$ cat src/rtl/multi_key_debouncer.sv
// rtl/multi_key_debouncer.sv - N-channel synchroniser, debounce filter, edge pulses and auto-repeat
//
// Purpose:
//   One instance serves every key/switch. Each channel runs identical,
//   independent logic:
//     raw input -> polarity fix -> SYNC_STAGES flop chain -> debounce filter
//     -> press/release pulses -> long-press auto-repeat FSM.
//
// Ports:
//   clock         in   1         system clock
//   reset         in   1         synchronous, active-high reset
//   asyncIn       in   CHANNELS  raw asynchronous button/switch inputs
//   syncOut       out  CHANNELS  debounced level, 1 = pressed
//   pressPulse    out  CHANNELS  1-cycle pulse on debounced 0->1
//   releasePulse  out  CHANNELS  1-cycle pulse on debounced 1->0
//   repeatPulse   out  CHANNELS  1-cycle auto-repeat pulses while held

module multi_key_debouncer #(
    parameter int CHANNELS      = 4,
    parameter int SYNC_STAGES   = 2,
    parameter int STABLE_CYCLES = 1000000,
    parameter int ACTIVE_LOW    = 1,
    parameter int HOLD_CYCLES   = 25000000,
    parameter int REPEAT_CYCLES = 5000000
) (
    input  logic                clock,
    input  logic                reset,
    input  logic [CHANNELS-1:0] asyncIn,
    output logic [CHANNELS-1:0] syncOut,
    output logic [CHANNELS-1:0] pressPulse,
    output logic [CHANNELS-1:0] releasePulse,
    output logic [CHANNELS-1:0] repeatPulse
);

    // Filter counter only has to reach STABLE_CYCLES-1.
    localparam int CW = (STABLE_CYCLES > 1) ? $clog2(STABLE_CYCLES + 1) : 1;

    // Hold/repeat counter sized for the longer of the two intervals.
    localparam int HOLD_MAX = (HOLD_CYCLES > REPEAT_CYCLES) ? HOLD_CYCLES : REPEAT_CYCLES;
    localparam int HCW      = (HOLD_MAX > 1) ? $clog2(HOLD_MAX + 1) : 1;

    // XOR mask that turns the raw pin into "1 = pressed".
    localparam logic POL = (ACTIVE_LOW != 0);

    typedef enum logic [1:0] {
        ST_IDLE   = 2'd0,
        ST_HOLD   = 2'd1,
        ST_REPEAT = 2'd2
    } rep_state_e;

    for (genvar ch = 0; ch < CHANNELS; ch++) begin : g_ch

        logic [SYNC_STAGES-1:0] sync_d, sync_q;
        logic [CW-1:0]          cnt_d, cnt_q;
        logic                   level_d, level_q;
        logic                   press_d, press_q;
        logic                   release_d, release_q;
        logic                   sample;

        // Chain resets to all-zero, i.e. "not pressed" after the polarity fix.
        assign sample = sync_q[SYNC_STAGES-1];

        always_comb begin
            sync_d    = {sync_q[SYNC_STAGES-2:0], asyncIn[ch] ^ POL};
            cnt_d     = cnt_q;
            level_d   = level_q;
            press_d   = 1'b0;
            release_d = 1'b0;
            if (sample == level_q) begin
                // Any agreeing sample restarts the stability window.
                cnt_d = '0;
            end else if (cnt_q == CW'(STABLE_CYCLES - 1)) begin
                // This edge is the STABLE_CYCLES-th consecutive differing sample.
                level_d   = sample;
                cnt_d     = '0;
                press_d   = sample;
                release_d = ~sample;
            end else begin
                cnt_d = cnt_q + CW'(1);
            end
        end

        always_ff @(posedge clock) begin
            if (reset) begin
                sync_q    <= '0;
                cnt_q     <= '0;
                level_q   <= 1'b0;
                press_q   <= 1'b0;
                release_q <= 1'b0;
            end else begin
                sync_q    <= sync_d;
                cnt_q     <= cnt_d;
                level_q   <= level_d;
                press_q   <= press_d;
                release_q <= release_d;
            end
        end

        assign syncOut[ch]      = level_q;
        assign pressPulse[ch]   = press_q;
        assign releasePulse[ch] = release_q;

        if (HOLD_CYCLES > 0) begin : g_rep
            rep_state_e     state_q;
            logic [HCW-1:0] hcount_q;
            logic           rep_q;

            // The FSM reacts to the same-edge rise/fall decisions of the filter,
            // so a release that coincides with a hold/repeat expiry suppresses
            // the repeat pulse, and hold timing starts on the pressPulse edge.
            always_ff @(posedge clock) begin
                if (reset) begin
                    state_q  <= ST_IDLE;
                    hcount_q <= '0;
                    rep_q    <= 1'b0;
                end else begin
                    rep_q <= 1'b0;
                    if (release_d) begin
                        state_q  <= ST_IDLE;
                        hcount_q <= '0;
                    end else begin
                        case (state_q)
                            ST_IDLE: begin
                                if (press_d) begin
                                    state_q  <= ST_HOLD;
                                    hcount_q <= '0;
                                end
                            end
                            ST_HOLD: begin
                                if (hcount_q == HCW'(HOLD_CYCLES - 1)) begin
                                    rep_q    <= 1'b1;
                                    state_q  <= ST_REPEAT;
                                    hcount_q <= '0;
                                end else begin
                                    hcount_q <= hcount_q + HCW'(1);
                                end
                            end
                            ST_REPEAT: begin
                                if (hcount_q == HCW'(REPEAT_CYCLES - 1)) begin
                                    rep_q    <= 1'b1;
                                    hcount_q <= '0;
                                end else begin
                                    hcount_q <= hcount_q + HCW'(1);
                                end
                            end
                            default: begin
                                state_q  <= ST_IDLE;
                                hcount_q <= '0;
                            end
                        endcase
                    end
                end
            end

            assign repeatPulse[ch] = rep_q;
        end else begin : g_no_rep
            assign repeatPulse[ch] = 1'b0;
        end
    end

endmodule

$ cat config.mk
export PLATFORM = sky130hd
export DESIGN_NAME = multi_key_debouncer
export DESIGN_NICKNAME = d
export VERILOG_FILES = /design/src/rtl/multi_key_debouncer.sv
export SDC_FILE = /design/constraint.sdc
export NUM_CORES = 1
export LEC_CHECK = 0
export ABC_AREA = 1
export BUFFER_PORTS_ARGS = -buffer_cell sky130_fd_sc_hd__buf_4
export CAP_MARGIN = 20
export CORE_ASPECT_RATIO = 1.25
export CORE_MARGIN = 1
export CORE_UTILIZATION = 62
export CTS_CLUSTER_SIZE = 16
export DETAILED_ROUTE_END_ITERATION = 6
export PLACE_DENSITY = 0.82
export SETUP_SLACK_MARGIN = 0.3
export SLEW_MARGIN = 20
export SYNTH_ARGS = -nofsm -noshare
export SYNTH_HDL_FRONTEND = slang
export SYNTH_SLANG_ARGS = --single-unit
$ cat constraint.sdc
create_clock -name clock -period 2.4 [get_ports clock]
set_input_delay 0.12 -clock clock [delete_from_list [all_inputs] [get_ports clock]]
set_output_delay 0.12 -clock clock [all_outputs]
set_load 0.01 [all_outputs]
# After elaboration in Yosys (flattened, before gate mapping)
# Cells that the tools add are included.
dict set report classes {
  add_sub_neg 8
  eq_ne 32
  mux 56
  bitwise_logic 16
  reduce_logical 20
}
# operator n
set ops {}
lappend ops {{$mux 25} 12}
lappend ops {{$pmux 25 s3} 4}
lappend ops {{$add 25x1->25 const B} 4}
lappend ops {{$eq 25x23->1 const B} 4}
lappend ops {{$eq 25x25->1 const B} 4}
lappend ops {{$add 20x1->20 const B} 4}
lappend ops {{$eq 20x20->1 const B} 4}
lappend ops {{$mux 1} 24}
lappend ops {{$pmux 2 s3} 4}
lappend ops {{$mux 2} 8}
lappend ops {{$ne 2x2->1 const B} 8}
lappend ops {{$not 1->1} 16}
lappend ops {{$reduce_and 3->1} 4}
lappend ops {{$reduce_or 3->1} 4}
lappend ops {{$eq 2x1->1 const B} 4}
lappend ops {{$eq 2x2->1 const B} 4}
lappend ops {{$logic_not 2->1} 4}
lappend ops {{$pmux 1 s2} 4}
lappend ops {{$reduce_and 2->1} 4}
lappend ops {{$reduce_or 2->1} 4}
lappend ops {{$eq 1x1->1} 4}
dict set report word_totals {
  ff_bits 212
  out_inout_bits 16
}

# Logic depth before layout (Yosys ltp)
dict set report logic_depth {
  ltp_word 5
  depth_mapped 13
  ltp_nobuf 12
}

# Worst setup path after synthesis
# OpenSTA, ideal clock, no wires.
dict set report synth_timing {
  path_kind {register to register}
  from {reg g_ch[1].g_rep.hcount_q[0]}
  to {reg g_ch[1].g_rep.hcount_q[9]}
  arrival_time_ns 1.575
  required_time_ns 2.284
  path_slack_ns 0.710
  stages_incl_launch_ff 14
  path_buffers 1
  synth_period_minus_slack_ns 1.690
  path_cell_list {dfxtp_1 > ha_1 > nand2_1 > nor2_2 > nand2_1 > nor2_2 > nand3_1 > nand2_1 > nand2_2 > nand2_2 > nand2_4 > nand2_2 > buf_6 > nor2_1}
}
dict set report synth_via {
  elab_chain_cells 3
  elab_cells_between_ends 6
  classes_between {1 x add/sub; 2 x eq/ne; 3 x mux}
}
# element line_no
set synth_lines {}
lappend synth_lines {{from (decl)} 105} ;# logic [HCW-1:0] hcount_q;
lappend synth_lines {{from (signal assigned)} 135} ;# hcount_q <= hcount_q + HCW'(1);
lappend synth_lines {{from (signal assigned)} 143} ;# hcount_q <= hcount_q + HCW'(1);
lappend synth_lines {{$add 25x1->25 (tied with other cells)} {135, 143}}
lappend synth_lines {{$mux 25 (on tied branches)} {139, 130}}
lappend synth_lines {{$pmux 25 s3 *} 122} ;# case (state_q)
# Every way passes the cells marked *; elsewhere a longest branch is shown, timed or not.
# A chain may end at the register's enable or synchronous reset.

# Worst setup path after layout
dict set report layout_timing {
  from {reg g_ch[3].cnt_q[0]}
  to {reg g_ch[3].g_rep.hcount_q[15]}
}
dict set report layout_via {
  elab_chain_cells 4
  elab_cells_between_ends 7
  classes_between {2 x eq/ne; 4 x mux; 1 x reduce/logical}
}
# element line_no
set layout_lines {}
lappend layout_lines {{from (decl)} 54} ;# logic [CW-1:0] cnt_d, cnt_q;
lappend layout_lines {{from (signal assigned)} 92} ;# cnt_q <= cnt_d;
lappend layout_lines {{$eq 20x20->1 *} 72} ;# end else if (cnt_q == CW'(STABLE_CYCLES - 1)) begin
lappend layout_lines {{$mux 1} 72}
lappend layout_lines {{$mux 1} 69} ;# if (sample == level_q) begin
lappend layout_lines {{$ne 2x2->1 (no line) or $reduce_or 2->1 (tied branches)} n/a}
lappend layout_lines {{to (signal assigned)} 135}
lappend layout_lines {{to (signal assigned)} 143}
lappend layout_lines {{to (decl)} 105}
# Marked as above.

==> summary.txt <==
Yosys
  – EDFF count, synth: 0
  – Synth cell types: 45
  – Cell taking the most area after synthesis: dfxtp_1
  – Cell area after synthesis: 12000 um2
  – Post-Synthesis Cells: 1832
  – Syn avg cell area: 6.56 um2
  – Synth warnings: 0
  – Main synth FF type: dfxtp_1
  – Top post-synthesis cells by area: dfxtp_1 (35%), nand2_1 (14%), nor2_1 (11%), inv_1 (6.6%), nand3_1 (5.9%)
  – Synthesized Nets: 1862
  – FF+latch count, synth: 212
  – FFs w/ async S/R, synth: 0%
  – Most numerous cell in the Yosys netlist: nand2_1
  – Share of the synthesized area in the top cell type: 35.3%
  – Seq/Total Area, Yosys: 35.3%
  – Synth top cells by count: nand2_1 (455), nor2_1 (350), dfxtp_1 (212)

Clock tree
  – Clock sink count: 212
  – Clock Tree Buf Depth: 3
  – TritonCTS clock tree: yes
  – CTS root buf: clkbuf_16
  – Skew-Pair Late Insertion Delay: 0.51 ns
  – Inserted Clock Buffers: 22
  – Setup repair bufs after CTS: 0
  – Clock Pin Slew Worst Setup and Hold Paths: 0.06 ns
  – CTS HTree Levels: 1

GRT
  – Initial antenna violation count: 0
  – GRT overflow: 0
  – GRT Total Usage: 26.4%
  – Vias in the first global route: 10421
  – Largest net degree at the start of global routing: 33
  – First-pass GRT wire length: 44400 um

Route
  – Drt first pass iters: 5
  – ANT nets after route: 0
  – Wire per inst: 12.5 um
  – Final WL: 26000 um
  – Drc violations: 0
  – 1st-iter DRT viols: 724
  – Post-DR vias/cell: 5.32
  – Vias: 11126

Power
  – Combinational share of power: 1.4%
  – Switching Fraction: 20.8%
  – Psw: 0.00147 W
  – Power Total: 0.00710 W
  – Maximum resistive drop on vdd: 0.000915 V
  – Flop pwr share: 49.8%
  – Power per cell area: 545 nW/um2
  – Clock share of power: 48.8%
  – Pleak: 4.88 nW
  – Internal: 0.00562 W

Floorplan
  – Die Area: 20000 um2
  – I/O Pins: 22
  – Die W: 127 um
  – Die Span Y: 158 um
  – Row count: 56
  – Initial Util: 63.8%
  – Core ar.: 18800 um2

Place
  – Placed inst area: 12200 um2
  – Input/output buffers: 21
  – Gpl congestion: 0.949
  – Hpwl dp: 19100 um

Layout
  – Area growth from synthesis to layout: 8.33%
  – Antenna diode count: 0
  – Share of cells above drive strength 1: 8.83%
  – Util after Layout: 69.1%
  – Fillers: 1609
  – Design area: 13000 um2
  – Sequential cell area: 4250 um2
  – Final #Nets: 1872
  – Area occupied by multi-input gates: 6620 um2

STA
  – Final Hold Viols: 0
  – Setup TNS: 0 ns
  – RSZ-0062 raised after global routing: true
  – Fin crit period: 1.94 ns
  – Final Setup Violations: 0
  – Final period util: 80.6%
  – Slew HR: 65.6%
  – Max Fclk: 517 MHz
  – Slew @ Worst Pin: 0.513 ns
  – Hold_ws: 0.0369 ns
  – Max-slew violation count: 0
  – Clk_skew: 0.0133 ns

Flow run
  – Max-cap check violation count: 0

Setup path
  – CP Max Fanout: 23
  – R2R depth: 11
  – Crit Path Class: flip-flop to flip-flop
  – CP Data Required Time: 2.79 ns
  – Capturing element type of the critical path: flip-flop
  – CP arrival: 2.32 ns
  – Critical path launch point type: flip-flop

Hold path
  – Hold WC Path Type: input pin to flip-flop
  – Hold-critical path depth: 4

Status
  – Status: completed
==> power by group through the flow <==
stage / Clock [W] / Combinational [W] / Sequential (W)
final: 0.00346 / 0.000101 / 0.00353
after global routing: 0.00368 / 0.000112 / 0.00353
after CTS: 0.00353 / 0.0000977 / 0.00353
after detailed placement: 0 / 0.0000922 / 0.00361
after global placement: 0 / 0.0000908 / 0.00361
after floorplan: 0 / 0.0000679 / 0.00361
==> timing repair <==
action                                  CTS  global route
hold buffers                              4             0
endpoints found under the hold margin     4             0
endpoints found under the setup margin    0            73
gates resized for setup                   0            14
==> sequential cells by signal, summed over array words and instances, names as in the netlist <==
name and flops:
g_ch.g_rep.hcount_q 100, g_ch.cnt_q 80, g_ch.g_rep.state_q 8, g_ch.sync_q 8, g_ch.g_rep.rep_q 4, g_ch.level_q 4
g_ch.press_q 4, g_ch.release_q 4
==> path summary, 6_finish.rpt <==
path / endpoint / startpoint / slack [ns]
setup reg to reg: g_ch[3].g_rep.hcount_q[15]$_SDFFE_PP0P_ / g_ch[3].cnt_q[0]$_SDFF_PP0_ / 0.46
hold / removal: g_ch[2].level_q$_SDFFE_PP0P_ / reset / 0.04
setup / recovery: g_ch[3].g_rep.hcount_q[15]$_SDFFE_PP0P_ / g_ch[3].cnt_q[0]$_SDFF_PP0_ / 0.46
hold reg to reg: g_ch[0].sync_q[1]$_SDFF_PP0_ / g_ch[0].sync_q[0]$_SDFF_PP0_ / 0.41
==> per-layer routing <==
| layer | global-route usage [%] | wire, um | vias to the layer above |
|---|---|---|---|
| met5 | 0 | 0 | - |
| met3 | 2.97 | 1030 | 65 |
| li1 | - | - | 5800 |
| met2 | 50.2 | 13100 | 256 |
| met4 | 9.87 | 661 | 0 |
| met1 | 30.1 | 11200 | 5005 |
==> worst max-delay path: stages (launching register included) <==
cell and delay (ns):
dfxtp_1 0.35, ha_1 0.18, nand2_1 0.05, inv_1 0.09
nand3_2 0.12, nor2_4 0.17, nand3_2 0.17, nand2_8 0.19
nor2_1 0.09, a21oi_2 0.12, buf_6 0.21, nor2_1 0.07
==> cells by family after synthesis <==
logic type	after synthesis	share of synthesized area (%)
compound gates	118	5.53
buf+inv	276	10.1
flops	212	35.3
xor+xnor	53	3.86
simple gates	1149	42.7
fa+ha+maj	24	2.50
==> per-stage QoR <==
step	std cells	setup slack (ns)
after global placement	2046	0.439
after CTS	2090	0.363
after global routing	2090	0.263
after detailed placement	2046	0.392
after floorplan	1832	0.710
final	2090	0.465
==> final cells by class <==
class | count | share of cell area (%)
inverters | 228 | 6.57
flip-flops and latches | 212 | 32.6
repair buffers | 34 | 2.12
multi-input cells | 1344 | 50.8
clock inverters | 9 | 0.778
clock buffers | 31 | 4.88
well taps | 232 | 2.23
==> placed cells by master (no fill, tap or decap), drive strengths merged, types with 6 or more instances in the layout <==
master	n
clkinv	7
o21ai	24
nor3	46
buf	30
nor3b	6
nor2	376
xor2	46
nor4	14
ha	24
dfxtp	212
nand2	478
xnor2	7
nand4	58
clkbuf	31
o21bai	10
a21oi	71
inv	227
or2	11
nand3	152
(Power assumes the default switching activity.)
